File: src/rtl/multi_tap_corr_channel.sv
// N-tap code correlator channel: code/carrier wipe-off, per-tap I/Q integrate-and-dump,
// shared-squarer tap power on a valid/ready stream. Define CORR_SAT_EN for saturating accumulators.
module multi_tap_corr_channel #(
  parameter int N_TAPS  = 3,
  parameter int SPACING = 2,
  parameter int IN_W    = 4,
  parameter int ACC_W   = 24,
  parameter int INT_LEN = 2046,
  localparam int TAP_W  = (N_TAPS > 1) ? $clog2(N_TAPS) : 1
) (
  input  logic                   CLK,
  input  logic                   RST,
  input  logic                   sample_valid,
  input  logic signed [IN_W-1:0] sample,
  input  logic                   code_in,
  input  logic                   carr_cos,
  input  logic                   carr_sin,
  input  logic                   epoch,
  output logic                   pwr_valid,
  input  logic                   pwr_ready,
  output logic [2*ACC_W-1:0]     pwr_data,
  output logic [TAP_W-1:0]       pwr_tap,
  output logic                   pwr_last,
  output logic                   overrun
);

  localparam int DL_LEN = (N_TAPS - 1) * SPACING + 1;
  localparam int CNT_W  = (INT_LEN > 1) ? $clog2(INT_LEN) : 1;

  typedef enum logic [1:0] {IDLE, SQ_I, SQ_Q, OUT} state_t;

  logic [DL_LEN-1:0]        code_line;
  logic [CNT_W-1:0]         cnt;
  logic signed [ACC_W-1:0]  acc_i    [N_TAPS];
  logic signed [ACC_W-1:0]  acc_q    [N_TAPS];
  logic signed [ACC_W-1:0]  acc_i_nxt[N_TAPS];
  logic signed [ACC_W-1:0]  acc_q_nxt[N_TAPS];
  logic signed [ACC_W-1:0]  dump_i   [N_TAPS];
  logic signed [ACC_W-1:0]  dump_q   [N_TAPS];
  logic signed [IN_W:0]     s_ext;
  logic                     last_sample;
  logic                     snap;
  logic                     take;
  logic                     last_tap;

  state_t                   state, state_nxt;
  logic [TAP_W-1:0]         tap_idx, tap_nxt;
  logic                     pend, pend_nxt;
  logic [2*ACC_W-1:0]       pwr_acc;
  logic signed [ACC_W-1:0]  sq_op;
  logic signed [2*ACC_W-1:0] sq_wide;

  // Widen before negating so that -(-2^(IN_W-1)) stays exact.
  function automatic logic signed [ACC_W-1:0] acc_add(
    input logic signed [ACC_W-1:0] acc,
    input logic signed [IN_W:0]    s,
    input logic                    neg
  );
    logic signed [IN_W:0]  term;
    logic signed [ACC_W:0] sum;
    term = neg ? -s : s;
    sum  = (ACC_W+1)'(acc) + (ACC_W+1)'(term);
`ifdef CORR_SAT_EN
    if (sum[ACC_W] != sum[ACC_W-1])
      return sum[ACC_W] ? {1'b1, {(ACC_W-1){1'b0}}} : {1'b0, {(ACC_W-1){1'b1}}};
    return sum[ACC_W-1:0];
`else
    return sum[ACC_W-1:0];
`endif
  endfunction

  assign s_ext       = {sample[IN_W-1], sample};
  assign last_sample = sample_valid && (cnt == CNT_W'(INT_LEN - 1));
  assign snap        = last_sample && !epoch;

  // The code history survives epochs; only sample_valid moves it.
  always_ff @(posedge CLK or negedge RST) begin
    if (!RST)              code_line <= '0;
    else if (sample_valid) code_line <= {code_line[DL_LEN-2:0], code_in};
  end

  always_comb begin
    for (int k = 0; k < N_TAPS; k++) begin
      acc_i_nxt[k] = acc_add(acc_i[k], s_ext, carr_cos ^ code_line[k*SPACING]);
      acc_q_nxt[k] = acc_add(acc_q[k], s_ext, carr_sin ^ code_line[k*SPACING]);
    end
  end

  // NOTE: state registers use non-blocking (<=) so every flop samples pre-edge values;
  // blocking assignments here would make the result depend on statement order.
  always_ff @(posedge CLK or negedge RST) begin
    if (!RST) begin
      cnt <= '0;
      for (int k = 0; k < N_TAPS; k++) begin
        acc_i[k] <= '0;
        acc_q[k] <= '0;
      end
    end else if (epoch || last_sample) begin
      cnt <= '0;
      for (int k = 0; k < N_TAPS; k++) begin
        acc_i[k] <= '0;
        acc_q[k] <= '0;
      end
    end else if (sample_valid) begin
      cnt <= cnt + 1'b1;
      for (int k = 0; k < N_TAPS; k++) begin
        acc_i[k] <= acc_i_nxt[k];
        acc_q[k] <= acc_q_nxt[k];
      end
    end
  end

  // NOTE: the dump registers are a small register array, not a RAM, so they get an
  // async reset like any other flop; a block-RAM array would be left unreset.
  always_ff @(posedge CLK or negedge RST) begin
    if (!RST) begin
      for (int k = 0; k < N_TAPS; k++) begin
        dump_i[k] <= '0;
        dump_q[k] <= '0;
      end
    end else if (take) begin
      for (int k = 0; k < N_TAPS; k++) begin
        dump_i[k] <= acc_i_nxt[k];
        dump_q[k] <= acc_q_nxt[k];
      end
    end
  end

  assign last_tap = (tap_idx == TAP_W'(N_TAPS - 1));

  // NOTE: every signal written here gets a default first, so no path leaves it
  // unassigned and no latch is inferred.
  always_comb begin
    state_nxt = state;
    tap_nxt   = tap_idx;
    pend_nxt  = pend;
    take      = snap && (((state == IDLE) && !pend) ||
                         ((state == OUT) && pwr_ready && last_tap));
    unique case (state)
      IDLE: if (pend) begin
        state_nxt = SQ_I;
        tap_nxt   = '0;
        pend_nxt  = 1'b0;
      end
      SQ_I: state_nxt = SQ_Q;
      SQ_Q: state_nxt = OUT;
      OUT: if (pwr_ready) begin
        if (last_tap) begin
          state_nxt = IDLE;
          tap_nxt   = '0;
        end else begin
          state_nxt = SQ_I;
          tap_nxt   = tap_idx + 1'b1;
        end
      end
      default: state_nxt = IDLE;
    endcase
    if (take) pend_nxt = 1'b1;
  end

  always_ff @(posedge CLK or negedge RST) begin
    if (!RST) begin
      state   <= IDLE;
      tap_idx <= '0;
      pend    <= 1'b0;
      overrun <= 1'b0;
    end else begin
      state   <= state_nxt;
      tap_idx <= tap_nxt;
      pend    <= pend_nxt;
      if (snap && !take) overrun <= 1'b1;
    end
  end

  // One squarer serves both halves of every tap: I in SQ_I, Q in SQ_Q.
  always_comb begin
    sq_op   = (state == SQ_Q) ? dump_q[tap_idx] : dump_i[tap_idx];
    sq_wide = (2*ACC_W)'(sq_op) * (2*ACC_W)'(sq_op);
  end

  always_ff @(posedge CLK or negedge RST) begin
    if (!RST)                pwr_acc <= '0;
    else if (state == SQ_I)  pwr_acc <= $unsigned(sq_wide);
    else if (state == SQ_Q)  pwr_acc <= pwr_acc + $unsigned(sq_wide);
  end

  assign pwr_valid = (state == OUT);
  assign pwr_data  = pwr_acc;
  assign pwr_tap   = tap_idx;
  assign pwr_last  = pwr_valid && last_tap;

endmodule
File: config.mk
export PLATFORM = sky130hd
export DESIGN_NAME = multi_tap_corr_channel
export DESIGN_NICKNAME = d
export VERILOG_FILES = /design/src/rtl/multi_tap_corr_channel.sv
export SDC_FILE = /design/constraint.sdc
export NUM_CORES = 2
export LEC_CHECK = 0
export ABC_AREA = 1
export CAP_MARGIN = 10
export CORE_MARGIN = 3
export CORE_UTILIZATION = 50
export CTS_CLUSTER_SIZE = 14
export DETAILED_ROUTE_END_ITERATION = 6
export DONT_BUFFER_PORTS = 1
export PLACE_DENSITY = 0.65
export SYNTH_ARGS = -nofsm -noshare
export SYNTH_HDL_FRONTEND = slang
export SYNTH_SLANG_ARGS = --single-unit
File: constraint.sdc
create_clock -name CLK -period 11.1 [get_ports CLK]
set_clock_uncertainty 0.15 [all_clocks]
set_input_delay 2.22 -clock CLK [delete_from_list [all_inputs] [get_ports CLK]]
set_output_delay 2.22 -clock CLK [all_outputs]
set_load 0.01 [all_outputs]
Word level (Yosys, flattened, before mapping)
Index checks and enable logic that the tools add are counted.
- bits of input ports: 12
- logic and storage cells: 96
- register bits: 358
- mux-type cells: 31
- $mul: 1
- bitwise gates (word level): 7
- order comparisons: 1
- eq/ne operators: 7
- reductions and logical operators: 20
- add/subtract/negate cells: 10
- operators with widths (kind ; count):
    72-bit two-way mux ; 4
    24-bit by 5-bit adder with 24-bit output ; 6
    24-bit two-way mux ; 5
    24-bit binary-select mux with 2-bit select ; 2
    48-bit two-way mux ; 2
    48-bit adder ; 1
    24-bit by 24-bit multiplier with 48-bit output ; 1
    5-bit two-way mux ; 6
    11-bit two-way mux ; 2
    11-bit by 1-bit adder with 11-bit output (second input constant) ; 1
    11-bit == test (second input constant) ; 1
    2-bit two-way mux ; 5
    1-bit logical AND ; 8
    2-bit case mux with 4 select lines ; 1
    2-bit nonzero test ; 4
    2-bit == test (second input constant) ; 3
    1-bit XOR ; 6
    4-bit negation with 5-bit output ; 1
    2-bit case mux with 2 select lines ; 1
    3-bit greater-or-equal comparator (second input constant) ; 1
    1-bit logical NOT ; 3
    1-bit two-way mux ; 3
    2-bit NOT with 3-bit output ; 1
    3-bit AND reduction ; 1
    7 further kinds ; 8

Logic depth before layout (Yosys ltp)
- depth after elaboration: 9
- mapped depth: 54

Worst setup path after synthesis
Ideal clock, no wire load.
- kind: reg2reg
- start point: reg state[0]
- end point: reg pwr_acc[47], in the netlist pwr_data[47]
- setup time: 0.118 ns
- stages on the path, launching flop included: 44
- path slack: 2.454 ns
- data arrival time: 8.378 ns
- data required time: 10.832 ns
- buffers on the path: 4
- cells stage by stage: dfrtp_1 inv_1 ha_1 buf_4 inv_2 buf_4 buf_2 o21ai_4 buf_2 nor2_1 fa_1 fa_1 fa_1 inv_1 fa_1 inv_1 fa_1 inv_1 [8 not listed] nand3_1 nand3_1 nand2_1 and2_1 ha_1 nand2_1 inv_1 nand2_1 nor2_1 nand3_1 nor2_1 nand2_1 nand4_1 nand2_1 nor2_1 nand2_1 nand3_1 nand2_1
- word-level cells in the longest chain between the ends: 6
- elaborated cells between the ends (all ways): 8
- those cells by class: 1 x add/sub; 1 x mul; 2 x eq/ne; 3 x mux; 1 x reduce/logical
- RTL lines (what ; line ; text):
    start: declaration ; 46 ; state_t state, state_nxt;
    start signal: assignment ; 168 ; state <= state_nxt;
    2-bit == test ; 177, 184 ;
    24-bit two-way mux ; 177 ; sq_op = (state == SQ_Q) ? dump_q[tap_idx] : dump_i[tap_idx];
    24-bit by 24-bit multiplier with 48-bit output ; 178 ; sq_wide = (2*ACC_W)'(sq_op) * (2*ACC_W)'(sq_op);
    48-bit adder ; 184 ; else if (state == SQ_Q) pwr_acc <= pwr_acc + $unsigned(sq_wide);
    48-bit two-way mux ; 184 ;
    48-bit two-way mux ; 183 ; else if (state == SQ_I) pwr_acc <= $unsigned(sq_wide);
    end signal: assignment ; 183 ;
    end signal: assignment ; 184 ;
    end: declaration ; 49 ; logic [2*ACC_W-1:0] pwr_acc;
Parallel ways exist; a longest one is shown, timed or not. The select of a mux whose other input is x is not followed.
A chain may end at the register's enable or synchronous reset.

Worst setup path after layout
- start point: reg tap_idx[0], in the netlist pwr_tap[0]
- end point: reg pwr_acc[45], in the netlist pwr_data[45]
- word-level cells in the longest chain between the ends: 9
- elaborated cells between the ends (all ways): 12
- those cells by class: 1 x add/sub; 1 x mul; 9 x mux; 1 x bitwise
- RTL lines (what ; line ; text):
    start: declaration ; 47 ; logic [TAP_W-1:0] tap_idx, tap_nxt;
    start signal: assignment ; 169 ; tap_idx <= tap_nxt;
    2-bit NOT with 3-bit output (implied by the code) (*) ; 177 ;
    24-bit binary-select mux with 2-bit select ; 177 ;
    24-bit two-way mux (implied by the code) (2 in series) ; 177 ;
    24-bit two-way mux (*) ; 177 ;
    24-bit by 24-bit multiplier with 48-bit output (*) ; 178 ;
    48-bit adder ; 184 ;
    48-bit two-way mux ; 184 ;
    48-bit two-way mux (*) ; 183 ;
Every way passes the cells marked *; elsewhere a longest branch is shown, timed or not. The select of a mux whose other input is x is not followed.

==> run summary <==
RSZ-0062 raised after global routing: false
pre-CTS WS: 0.825 ns
grt ovf: 0
die width: 314 um
fmax: 0.0956 GHz
WP data required: 11.46 ns
Synthesized Nets: 7310
main area contributors after synthesis: fa_1, dfrtp_1, nand2_1
IO buf count: 0
DR vias: 42200
Final min period: 10.46 ns
Initial DRC Count: 3907
GR Util met1: 0.426
Avg Cell Area, Syn: 7.41 um2
first-pass GRT wire length: 244 mm
Synth Flop Type: dfrtp_1
Slowest cell on crit path: fa_1
layout cell share with drive strength beyond 1: 0.0493
Yosys reg bits: 358
drt pass-1 iters: 6
fin crit share: 0.943
headroom to the max-slew limit: 0.175
Crit path arrival time: 10.83 ns
yosys warns: 0
post-CTS setup buffer count: 0
Slew Viols, Final: 0
cell repeated most along the worst path: nand2_1
post-synth top area cell: fa_1
Critical Path Max Stage Delay: 0.92 ns
Cell variety after synth: 59
row count: 112
outcome: finished clean
I/O pin cnt: 65
largest net degree at the start of global routing: 359
Worst-Margin Slew: 1.24 ns
CTS root buf: clkbuf_16
Yosys top cell area share: 0.237
Routed WL: 156 mm
most frequent cells in the layout: nand2_1, inv_1, fa_1, nor2_1, dfrtp_1
Hold Crit Class: register to register
Startpoint Class: register
total CTS buffers: 46
Core Box Area: 93600 um2
Sink Count: 358
initial antenna violation count: 0
number of diodes: 0
Hold Slack: 0.329 ns
worst skew pair latency: 0.62 ns
DIE AREA: 98500 um2
Post-synth ARST share: 1.00
Global Route Usage Sum: 0.320
Post-Syn Instances: 6397
post-DP HPWL: 129 mm
H-Tree Depth: 2
CTS max path bufs: 3
number of remaining DRC errors: 0
TritonCTS clock tree: done
commonest non-fill, non-tap cell in the layout: nand2_1
EDFF count, synth: 0
clk slew on worst S/H paths: 0.07 ns
final setup fails: 0
final non-filler cell area: 50600 um2
die height: 314 um
Sum Neg Setup Slack: 0 ns
max_cap viols: 0
Post-CTS Resized: 0
met3 usage: 0.0413
Setup CP Type: register to register
DR vias/cell: 5.50
vias in the first global route: 42300
CP Capture Type: register
Synth Cell Area: 47400 um2
RD Place Congestion: 1.01
Placement Cell Area: 48900 um2
grt met2 use: 0.525
GR peak layer: met2
Fin. Hold Viols: 0
CTS Hold Bufs: 0
Critical Path Fanout Max: 30
wire per inst: 20.4 um
share of the yosys chip area belonging to registers: 0.189
Final nets: 7302
Synth-to-Final Area Change: 6.78%
post-route ant nets: 0
fin worst setup slack: 0.635 ns
starting density of the core: 0.506
==> cell families after synthesis <==
| group | count (synthesis) | synth area share |
|---|---|---|
| flops | 358 | 0.189 |
| simple gates | 2848 | 0.254 |
| xor+xnor | 112 | 0.0207 |
| fa+ha+maj | 901 | 0.327 |
| compound gates | 810 | 0.0958 |
| buf+inv | 1368 | 0.114 |
==> flip-flops by register name, indices dropped and copies added, names as in the netlist <==
name,flops
dump_q,72
dump_i,72
acc_i,72
pwr_tap,2
cnt,11
pwr_data,48
pend,1
state,2
code_line,5
acc_q,72
overrun,1
==> worst paths after layout <==
path                       startpoint      endpoint  slack [ns]  depth (start not counted)
min                              pend          pend        0.33                          2
min in group asynchronous         RST  pwr_data[47]        1.14                          0
max in group asynchronous         RST    dump_i[69]        8.63                          0
max reg2reg                pwr_tap[0]  pwr_data[45]        0.64                         36
max                        pwr_tap[0]  pwr_data[45]        0.64                         36
min reg2reg                      pend          pend        0.33                          2
==> metrics by stage <==
step                std cells  utilization
floorplan                6397            -
finish                   7681        0.540
global route             7681        0.540
global placement         7595        0.522
CTS                      7681        0.540
detailed placement       7595        0.522
==> area by class of cell <==
cell class	instances	area, um2
clock buffer	51	1210
clock inverter	35	503
fill	9228	43000
inverter	1224	4600
multi-input combinational	4671	33100
sequential	358	8960
tap	1254	1570
timing repair buffer	88	673
==> per-layer routing <==
layer  routed length, um  up-vias
met5                   0        -
li1                    -    19900
met4                7720        0
met2               72600     1537
met1               65200    20500
met3               10900      282
==> cell usage after synthesis, types with 7 or more instances <==
cell type / n
or2_2: 29
a221oi_1: 8
a21o_1: 28
a31oi_1: 12
nand3_2: 40
buf_2: 68
dfrtp_1: 358
nor2_2: 8
a21oi_1: 299
nor2_1: 505
o21bai_1: 45
inv_1: 1189
o211ai_1: 22
a21boi_0: 10
nand3_1: 356
nor4_1: 19
o21a_1: 10
nor3_1: 49
ha_1: 341
o21ai_1: 48
buf_4: 21
and2_1: 15
nand3b_1: 37
inv_2: 32
nand4_1: 74
o21ai_2: 7
buf_6: 10
xor2_1: 71
fa_1: 560
nand2_1: 1697
clkbuf_1: 37
o21ai_0: 282
o31ai_1: 13
xnor2_1: 41
==> critical path, delay by kind of cell, from the launching register on <==
family	cells	cell delay (ns)
flops	1	0.46
compound gates	1	0.70
buf+inv	4	0.72
fa+ha+maj	9	5.06
simple gates	22	3.24
Power is not shown: default switching activity piles up to over one toggle a cycle in this logic, so the estimate is an artifact.
